--- config.mk ---
export PLATFORM = sky130hd
export DESIGN_NAME = int_gen_flat
export DESIGN_NICKNAME = d
export VERILOG_FILES = /design/src/rtl/int_gen_if.sv /design/src/rtl/int_gen.sv /design/src/flat_wrapper.sv
export SDC_FILE = /design/constraint.sdc
export NUM_CORES = 1
export LEC_CHECK = 0
export ABC_AREA = 1
export BUFFER_PORTS_ARGS = -buffer_cell sky130_fd_sc_hd__buf_2
export CORE_ASPECT_RATIO = 0.6
export CORE_MARGIN = 3
export CORE_UTILIZATION = 42
export DETAILED_ROUTE_END_ITERATION = 12
export PLACE_DENSITY = 0.59
export SYNTH_ARGS = -nofsm -noshare
export SYNTH_HDL_FRONTEND = slang
export SYNTH_SLANG_ARGS = --single-unit
--- constraint.sdc ---
create_clock -name clk -period 3.13 [get_ports clk]
set_input_delay 0.4695 -clock clk [delete_from_list [all_inputs] [get_ports clk]]
set_output_delay 0.4695 -clock clk [all_outputs]
set_load 0.005 [all_outputs]
--- src/rtl/int_gen_if.sv ---
// Bus bundle between the bridge (master) and the interrupt generator (slave).
interface int_gen_if;
  logic [31:0] addr;
  logic [3:0]  byteen;
  logic [31:0] wdata;
  logic [31:0] rdata;
  logic        IRQ;

  modport master (output addr, byteen, wdata, input rdata, IRQ);
  modport slave  (input addr, byteen, wdata, output rdata, IRQ);
endinterface

--- src/rtl/int_gen.sv ---
// Memory-mapped programmable down-counter interrupt source with software ACK.
// Optional ACK counter in STATUS[31:16] is enabled by defining INT_GEN_ACKCNT_EN.
module int_gen #(
  parameter logic [31:0] BASE_ADDR = 32'h0000_7F20
) (
  input  logic     clk,
  input  logic     reset,
  int_gen_if.slave bus
);

  typedef enum logic [1:0] {S_IDLE, S_CNT, S_PND} state_t;

  state_t      state_q, state_d;
  logic [2:0]  ctrl_q, ctrl_d;
  logic [31:0] period_q, period_d;
  logic [31:0] count_q, count_d;
  logic        pend_q, pend_d;
  logic        irq_q, irq_d;

  logic [29:0] woff;
  logic        in_win, wr_hit;
  logic        ctrl_wr, period_wr, status_wr, ack_wr;
  logic [2:0]  ctrl_merged;
  logic [31:0] period_merged;
  logic        start, stop, expire, reload;
  logic [15:0] status_hi;
  logic        unused_addr_lsb;

  // Word offset; addresses below the base wrap to large values and miss the window.
  assign woff      = bus.addr[31:2] - BASE_ADDR[31:2];
  assign in_win    = (woff < 30'd5);
  assign wr_hit    = in_win && (bus.byteen != 4'b0000);
  assign ctrl_wr   = wr_hit && (woff == 30'd0);
  assign period_wr = wr_hit && (woff == 30'd1);
  assign status_wr = wr_hit && (woff == 30'd3);
  assign ack_wr    = wr_hit && (woff == 30'd4);
  assign unused_addr_lsb = ^bus.addr[1:0];

  always_comb begin
    ctrl_merged = bus.byteen[0] ? bus.wdata[2:0] : ctrl_q;
    period_merged = period_q;
    for (int i = 0; i < 4; i++) begin
      if (bus.byteen[i]) period_merged[8*i +: 8] = bus.wdata[8*i +: 8];
    end
  end

  assign start  = (state_q == S_IDLE) && ctrl_wr && !ctrl_q[0] && ctrl_merged[0];
  assign stop   = ctrl_wr && !ctrl_merged[0];
  assign expire = (state_q == S_CNT) && (count_q == 32'd0) && !stop;
  assign reload = ctrl_q[1] && ctrl_q[0];

  always_ff @(posedge clk) begin
    if (reset) state_q <= S_IDLE;
    else       state_q <= state_d;
  end

  always_comb begin
    state_d = state_q;
    case (state_q)
      S_IDLE:  if (start) state_d = S_CNT;
      S_CNT:   if (count_q == 32'd0) state_d = S_PND;
      S_PND:   if (ack_wr) state_d = reload ? S_CNT : S_IDLE;
      default: state_d = S_IDLE;
    endcase
    if (stop) state_d = S_IDLE;
  end

  always_comb begin
    ctrl_d   = ctrl_wr ? ctrl_merged : ctrl_q;
    period_d = period_wr ? period_merged : period_q;
    count_d  = count_q;
    case (state_q)
      S_IDLE: if (start) count_d = period_q;
      S_CNT:  if (count_q != 32'd0 && !stop) count_d = count_q - 32'd1;
      S_PND: begin
        if (ack_wr && reload) count_d = period_q;
        if (ack_wr && !reload) ctrl_d[0] = 1'b0;
      end
      default: count_d = count_q;
    endcase
    // Expiry wins over a coincident ACK so no interrupt is lost.
    pend_d = pend_q;
    if (expire)      pend_d = 1'b1;
    else if (ack_wr) pend_d = 1'b0;
    irq_d = pend_d & ctrl_d[2];
  end

  always_ff @(posedge clk) begin
    if (reset) begin
      ctrl_q   <= 3'b000;
      period_q <= 32'd0;
      count_q  <= 32'd0;
      pend_q   <= 1'b0;
      irq_q    <= 1'b0;
    end else begin
      ctrl_q   <= ctrl_d;
      period_q <= period_d;
      count_q  <= count_d;
      pend_q   <= pend_d;
      irq_q    <= irq_d;
    end
  end

`ifdef INT_GEN_ACKCNT_EN
  logic [15:0] ackcnt_q, ackcnt_d;

  always_comb begin
    ackcnt_d = ackcnt_q;
    if (status_wr) ackcnt_d = 16'd0;
    else if (ack_wr && pend_q && !expire && ackcnt_q != 16'hFFFF) ackcnt_d = ackcnt_q + 16'd1;
  end

  always_ff @(posedge clk) begin
    if (reset) ackcnt_q <= 16'd0;
    else       ackcnt_q <= ackcnt_d;
  end

  assign status_hi = ackcnt_q;
`else
  logic unused_status_wr;
  assign unused_status_wr = status_wr;
  assign status_hi = 16'd0;
`endif

  always_comb begin
    bus.rdata = 32'd0;
    if (in_win) begin
      case (woff)
        30'd0:   bus.rdata = {29'd0, ctrl_q};
        30'd1:   bus.rdata = period_q;
        30'd2:   bus.rdata = count_q;
        30'd3:   bus.rdata = {status_hi, 15'd0, pend_q};
        default: bus.rdata = 32'd0;
      endcase
    end
  end

  assign bus.IRQ = irq_q;

endmodule

--- src/flat_wrapper.sv ---
// flat-port wrapper written by rule: the top's interface ports become plain ports
module int_gen_flat 
#(
  parameter logic [31:0] BASE_ADDR = 32'h0000_7F20
)
  (clk, reset, bus_addr, bus_byteen, bus_wdata, bus_rdata, bus_IRQ);
  int_gen_if bus_i ();
  input  logic clk;
  input  logic reset;
  input wire logic [$bits(bus_i.addr)-1:0] bus_addr;
  input wire logic [$bits(bus_i.byteen)-1:0] bus_byteen;
  input wire logic [$bits(bus_i.wdata)-1:0] bus_wdata;
  output wire logic [$bits(bus_i.rdata)-1:0] bus_rdata;
  output wire logic [$bits(bus_i.IRQ)-1:0] bus_IRQ;
  assign bus_i.addr = bus_addr;
  assign bus_i.byteen = bus_byteen;
  assign bus_i.wdata = bus_wdata;
  assign bus_rdata = bus_i.rdata;
  assign bus_IRQ = bus_i.IRQ;
  int_gen #(.BASE_ADDR(BASE_ADDR)) u_core (.clk(clk), .reset(reset), .bus(bus_i));
endmodule
Yosys cells after proc, flatten, opt, wreduce, memory -nomap -nowiden
Cells that the tools add are included.
{ "op_classes": {"eq_ne": 11, "n_reduce_logical": 32, "n_addsub": 2, "n_mux": 17, "bitwise": 1, "magnitude_cmp": 1} }
{ "ops": {"columns": ["cell", "n"], "rows": [
  ["32-bit two-way mux", 4],
  ["32-bit one-hot mux with 4 select lines", 1],
  ["32-bit one-hot mux with 3 select lines", 1],
  ["30-bit by 2-bit equality test with 1-bit output, second input constant", 2],
  ["32-bit zero test", 1],
  ["32-bit nonzero test", 1],
  ["32-bit by 1-bit subtractor with 32-bit output, second input constant", 1],
  ["30-bit by 1-bit equality test with 1-bit output, second input constant", 1],
  ["30-bit by 3-bit equality test with 1-bit output, second input constant", 1],
  ["30-bit zero test", 1],
  ["30-bit by 3-bit less-than comparator with 1-bit output, second input constant", 1],
  ["30-bit by 13-bit subtractor with 30-bit output, second input constant", 1],
  ["1-bit logical AND", 14],
  ["2-bit AND reduction", 5],
  ["2-bit two-way mux", 3],
  ["3-bit two-way mux", 2],
  ["2-bit by 1-bit != test with 1-bit output, second input constant", 3],
  ["2-bit one-hot mux with 3 select lines", 1],
  ["1-bit two-way mux", 5],
  ["1-bit zero test", 4],
  ["2-bit != test, second input constant", 2],
  ["4-bit AND reduction", 1],
  ["4-bit nonzero test", 1],
  ["3-bit AND reduction", 1],
  ["6 further kinds", 6]
]} }
{ "word_totals": {"ff_bits": 71, "wordCells": 74, "out_inout_bits": 33, "input_bits": 70} }

Logic depth before layout (Yosys ltp)
{ "logic_depth": {"word_depth": 9, "mapped_depth": 19, "ltp_nobuf": 18} }

Worst setup path before layout
Ideal clock, no wire load.
{ "synth_timing": {"kind": "input to output", "startpoint": "input bus_addr[5]", "endpoint": "output bus_rdata[15]", "arrival_time_ns": 2.463, "stages": 15, "path_slack_ns": 0.197, "required_time_ns": 2.660, "n_path_buf": 2, "cell_sequence": "inv_2 > ha_1 > a21oi_4 > nand3_4 > nand2_1 > nand2_1 > nand2_1 > nand2_1 > nor2_2 > nand3_1 > nor2_4 > nand2_1 > clkbuf_1 > clkbuf_1 > o22ai_1"} }
{ "synth_via": {"elab_chain_cells": 4, "elab_cells_between_ends": 8, "cone_classes": "1 x add/sub; 1 x order compare; 3 x eq/ne; 2 x mux; 1 x reduce/logical"} }
{ "synth_rtl": {"columns": ["element", "line", "text"], "rows": [
  ["start, declared", "flat_wrapper.sv:10", "input wire logic [$bits(bus_i.addr)-1:0] bus_addr;"],
  ["30-bit by 13-bit subtractor with 30-bit output (*)", "int_gen.sv:30", "assign woff = bus.addr[31:2] - BASE_ADDR[31:2];"],
  ["parallel branches: the longest is 2 deep, another holds 30-bit by 3-bit less-than comparator with 1-bit output", null, null],
  ["32-bit two-way mux (*)", "int_gen.sv:127", "if (in_win) begin"],
  ["end, declared", "flat_wrapper.sv:13", "output wire logic [$bits(bus_i.rdata)-1:0] bus_rdata;"]
]} }
Every way passes the cells marked *.

Worst setup path in the final report
{ "layout_timing": {"startpoint": "input bus_addr[5]", "endpoint": "output bus_rdata[5]"} }
The elaborated chain is that of the path after synthesis.

==> metrics.yaml <==
grt_start_max_net_pins: 42
seq_area_sq_um: 1420
crit_slowest_cell: "a21oi_4"
intPower_w: 0.00331
rsz0062_at_grt: "yes"
drt_iter0_drc: 443
first_global_vias: 5456
worstPathCellList: "buf_8, inv_4, ha_4, a21oi_4, nand2_1, nand2_1, nand3_2, nor2_4, nand4_1, nor2_2, nand3_4, buf_12, buf_12, o21ai_1, buf_2"
cp-start-kind: "primary input"
cp_num_buf_inv: 5
crit_path_end_kind: "primary output"
die_h_um: 93.7
final.setup.worst_slack_ns: -0.0219
async_flop_share_pct: 0
layout_common_cells: "208 x nand2_1, 177 x nor2_1, 132 x inv_1"
tritoncts: "yes"
viasPerCell: 5.00
drc: 0
postSynthCellCount: 944
finalInstanceArea_sq_um: 7210
first_pass_iters: 5
p_seq_share_pct: 16.8
initial_utilization_pct: 43.8
grt_pass1_wl_um: 28600
dieArea_sq_um: 14300
fin_crit_ns: 3.15
maxClockFrequency_mhz: 317
synth_area_sq_um: 5390
yosysSeqAreaShare_pct: 26.4
path_max_fanout: 8
ys_types: 36
avgSynthCellArea_sq_um: 5.70
die_w_um: 152
slowest_delay_ns: 0.28
fp-row-count: 31
cp.arrival_ns: 2.68
postPlaceCellArea_sq_um: 6490
antenna_cells: 0
antenna_found_initial: 0
yosys_warnings: 0
worst_ep_required_time_ns: 2.66
min_period_over_period_pct: 101
finalHoldViolations: 0
drtAntennaViolNets: 0
tightest_slew_ns: 0.592
hpwl_um: 13300
vias: 6321
comb_power_share_pct: 69.3
layout_commonest_cell: "nand2_1"
syn_to_final_growth_pct: 33.8
ys_seq_elements: 71
boundaryPins: 103
drive_above_1_share_pct: 25.2
synthAdderAreaFrac_pct: 0.465
p_sw_share_pct: 54.0
gp_congestion: 0.885
grt_use_total_pct: 24.6
slew_headroom_pct: 60.2
violations: "setup timing"
wl_per_cell_um: 14.3
finalNetCount: 1168
fillers: 1297
cts-root-buf: "clkbuf_16"
synth-compound-area-share_pct: 15.0
clk_latency_ns: 0.34
p_per_area_nw_per_um2: 998
synth_top_family_by_area: "simple AND/OR/NAND/NOR gates"
synth_xor_area_share_pct: 1.63
core_sq_um: 12300
outcome: "finished, violations left"
cap_violations: 0
clockBufferDepth: 2
hold_buffers: 0
syn-num-nets: 1016
clk_pin_slew_ns: 0.06
p_switching_w: 0.00388
critical-path-top-delay-family: "simple AND/OR/NAND/NOR gates"
synthSimpleGateAreaFrac_pct: 43.3
fin_skew_ns: 0.00539
clock_sinks: 71
multi_input_area_sq_um: 3530
crit_type: "primary input to primary output"
grt_remaining_overflow: 0
htreeDepth: 3
setup_viol: 9
drv_slew: 0
synthFlopType: "dfxtp_1"
power_leakage_nw: 3.63
synth_enable_flop_cells: 0
portBuffers: 100
hold_class: "primary input to flip-flop"
cts_buffers: 9
wirelength_um: 18000
yosys-mux-area-fraction_pct: 0
clkPwrFrac_pct: 13.9
post-place-ws_ns: -0.160
ir_drop_v: 0.000696
[final cells by class]
| type | count | share of cell area [%] |
|---|---|---|
| Multi-Input combinational cell | 689 | 49.0 |
| Clock inverter | 4 | 0.660 |
| Timing Repair Buffer | 171 | 16.4 |
| Inverter | 154 | 8.13 |
| Tap cell | 165 | 2.87 |
| Sequential cell | 71 | 19.7 |
| Clock buffer | 11 | 3.23 |
[what timing repair did]
item                       CTS  global route
pin swaps                   12            23
setup endpoints to repair   32            32
buffers inserted             8             5
gates cloned                 2             0
gates resized for setup     39            43
[Yosys cell counts, types with 10 or more instances]
| cell | n | share of area (%) |
|---|---|---|
| nor3_1 | 11 | 1.0 |
| dfxtp_1 | 71 | 26 |
| nand4_1 | 30 | 3.5 |
| a211oi_1 | 18 | 2.5 |
| buf_2 | 11 | 1.0 |
| inv_2 | 17 | 1.2 |
| clkbuf_1 | 17 | 1.2 |
| o22ai_1 | 21 | 2.4 |
| nand3_1 | 66 | 6.1 |
| nand2_1 | 218 | 15 |
| inv_1 | 136 | 9.5 |
| xor2_1 | 10 | 1.6 |
| o21ai_0 | 64 | 5.9 |
| nor2_1 | 185 | 13 |
| a21oi_1 | 23 | 2.1 |
[kinds of logic after synthesis]
family                     Yosys count
and+or+nand+nor                    539
buffers and inverters              185
AOI/OAI and AO/OA                  137
DFF                                 71
xor gates and xnor gates            10
adders and majority gates            2
[metal layers]
metal	global-route usage, %	vias up	wire, um
li1	-	3338	-
met1	40.6	2775	9890
met2	32.4	194	6770
met3	4.92	14	1270
met4	3.59	0	113
met5	0	-	0
[state kept, by name, indices dropped and copies added, names as in the netlist]
name and count:
u_core.count_q 32, u_core.period_q 32, u_core.ctrl_q 3, u_core.state_q 2, u_core.bus.IRQ 1, u_core.pend_q 1
[power groups by stage]
stage / Sequential, W / Clock [W] / Combinational, W
after floorplan: 0.00130 / 0 / 0.00478
after global placement: 0.00122 / 0 / 0.00480
after detailed placement: 0.00122 / 0 / 0.00482
after CTS: 0.00121 / 0.00101 / 0.00489
after global routing: 0.00123 / 0.00105 / 0.00566
final: 0.00121 / 0.00100 / 0.00499
[worst reg2reg max path, stage by stage, from the launching register on]
cell     delay [ns]
dfxtp_1        0.29
inv_1          0.15
ha_1           0.22
nand2_1        0.16
nor2_1         0.21
nand2_1        0.09
inv_1          0.12
nand3_1        0.14
nor2_1         0.23
nand4_1        0.16
a21oi_1        0.26
a21oi_4        0.06
nand3_2        0.12
buf_12         0.21
nand2_1        0.09
nand2_1        0.06
nor2_1         0.04
[per-stage QoR]
step                      instances  hold slack (ns)  power [W]  utilization [%]  setup TNS [ns]
final                          1265            0.354    0.00719             58.6         -0.0779
after global routing           1265            0.359    0.00795             58.6           -4.35
after CTS                      1260            0.345    0.00711             57.0         -0.0326
after detailed placement       1235            0.479    0.00605             52.8           -5.77
after global placement         1235            0.475    0.00603             52.8           -5.08
after floorplan                 944            0.444    0.00608                -               0
[worst paths after layout]
check / start / to / slack, ns / depth (start not counted)
worst min-delay path: bus_wdata[29] / u_core.period_q[29] / 0.35 / 3
worst max-delay path: bus_addr[5] / bus_rdata[5] / -0.02 / 15
worst max register to register: u_core.count_q[0] / u_core.count_q[18] / 0.42 / 16
worst min register to register: u_core.period_q[19] / u_core.period_q[19] / 0.49 / 2
Note: power is estimated with default switching activity, not from simulation.
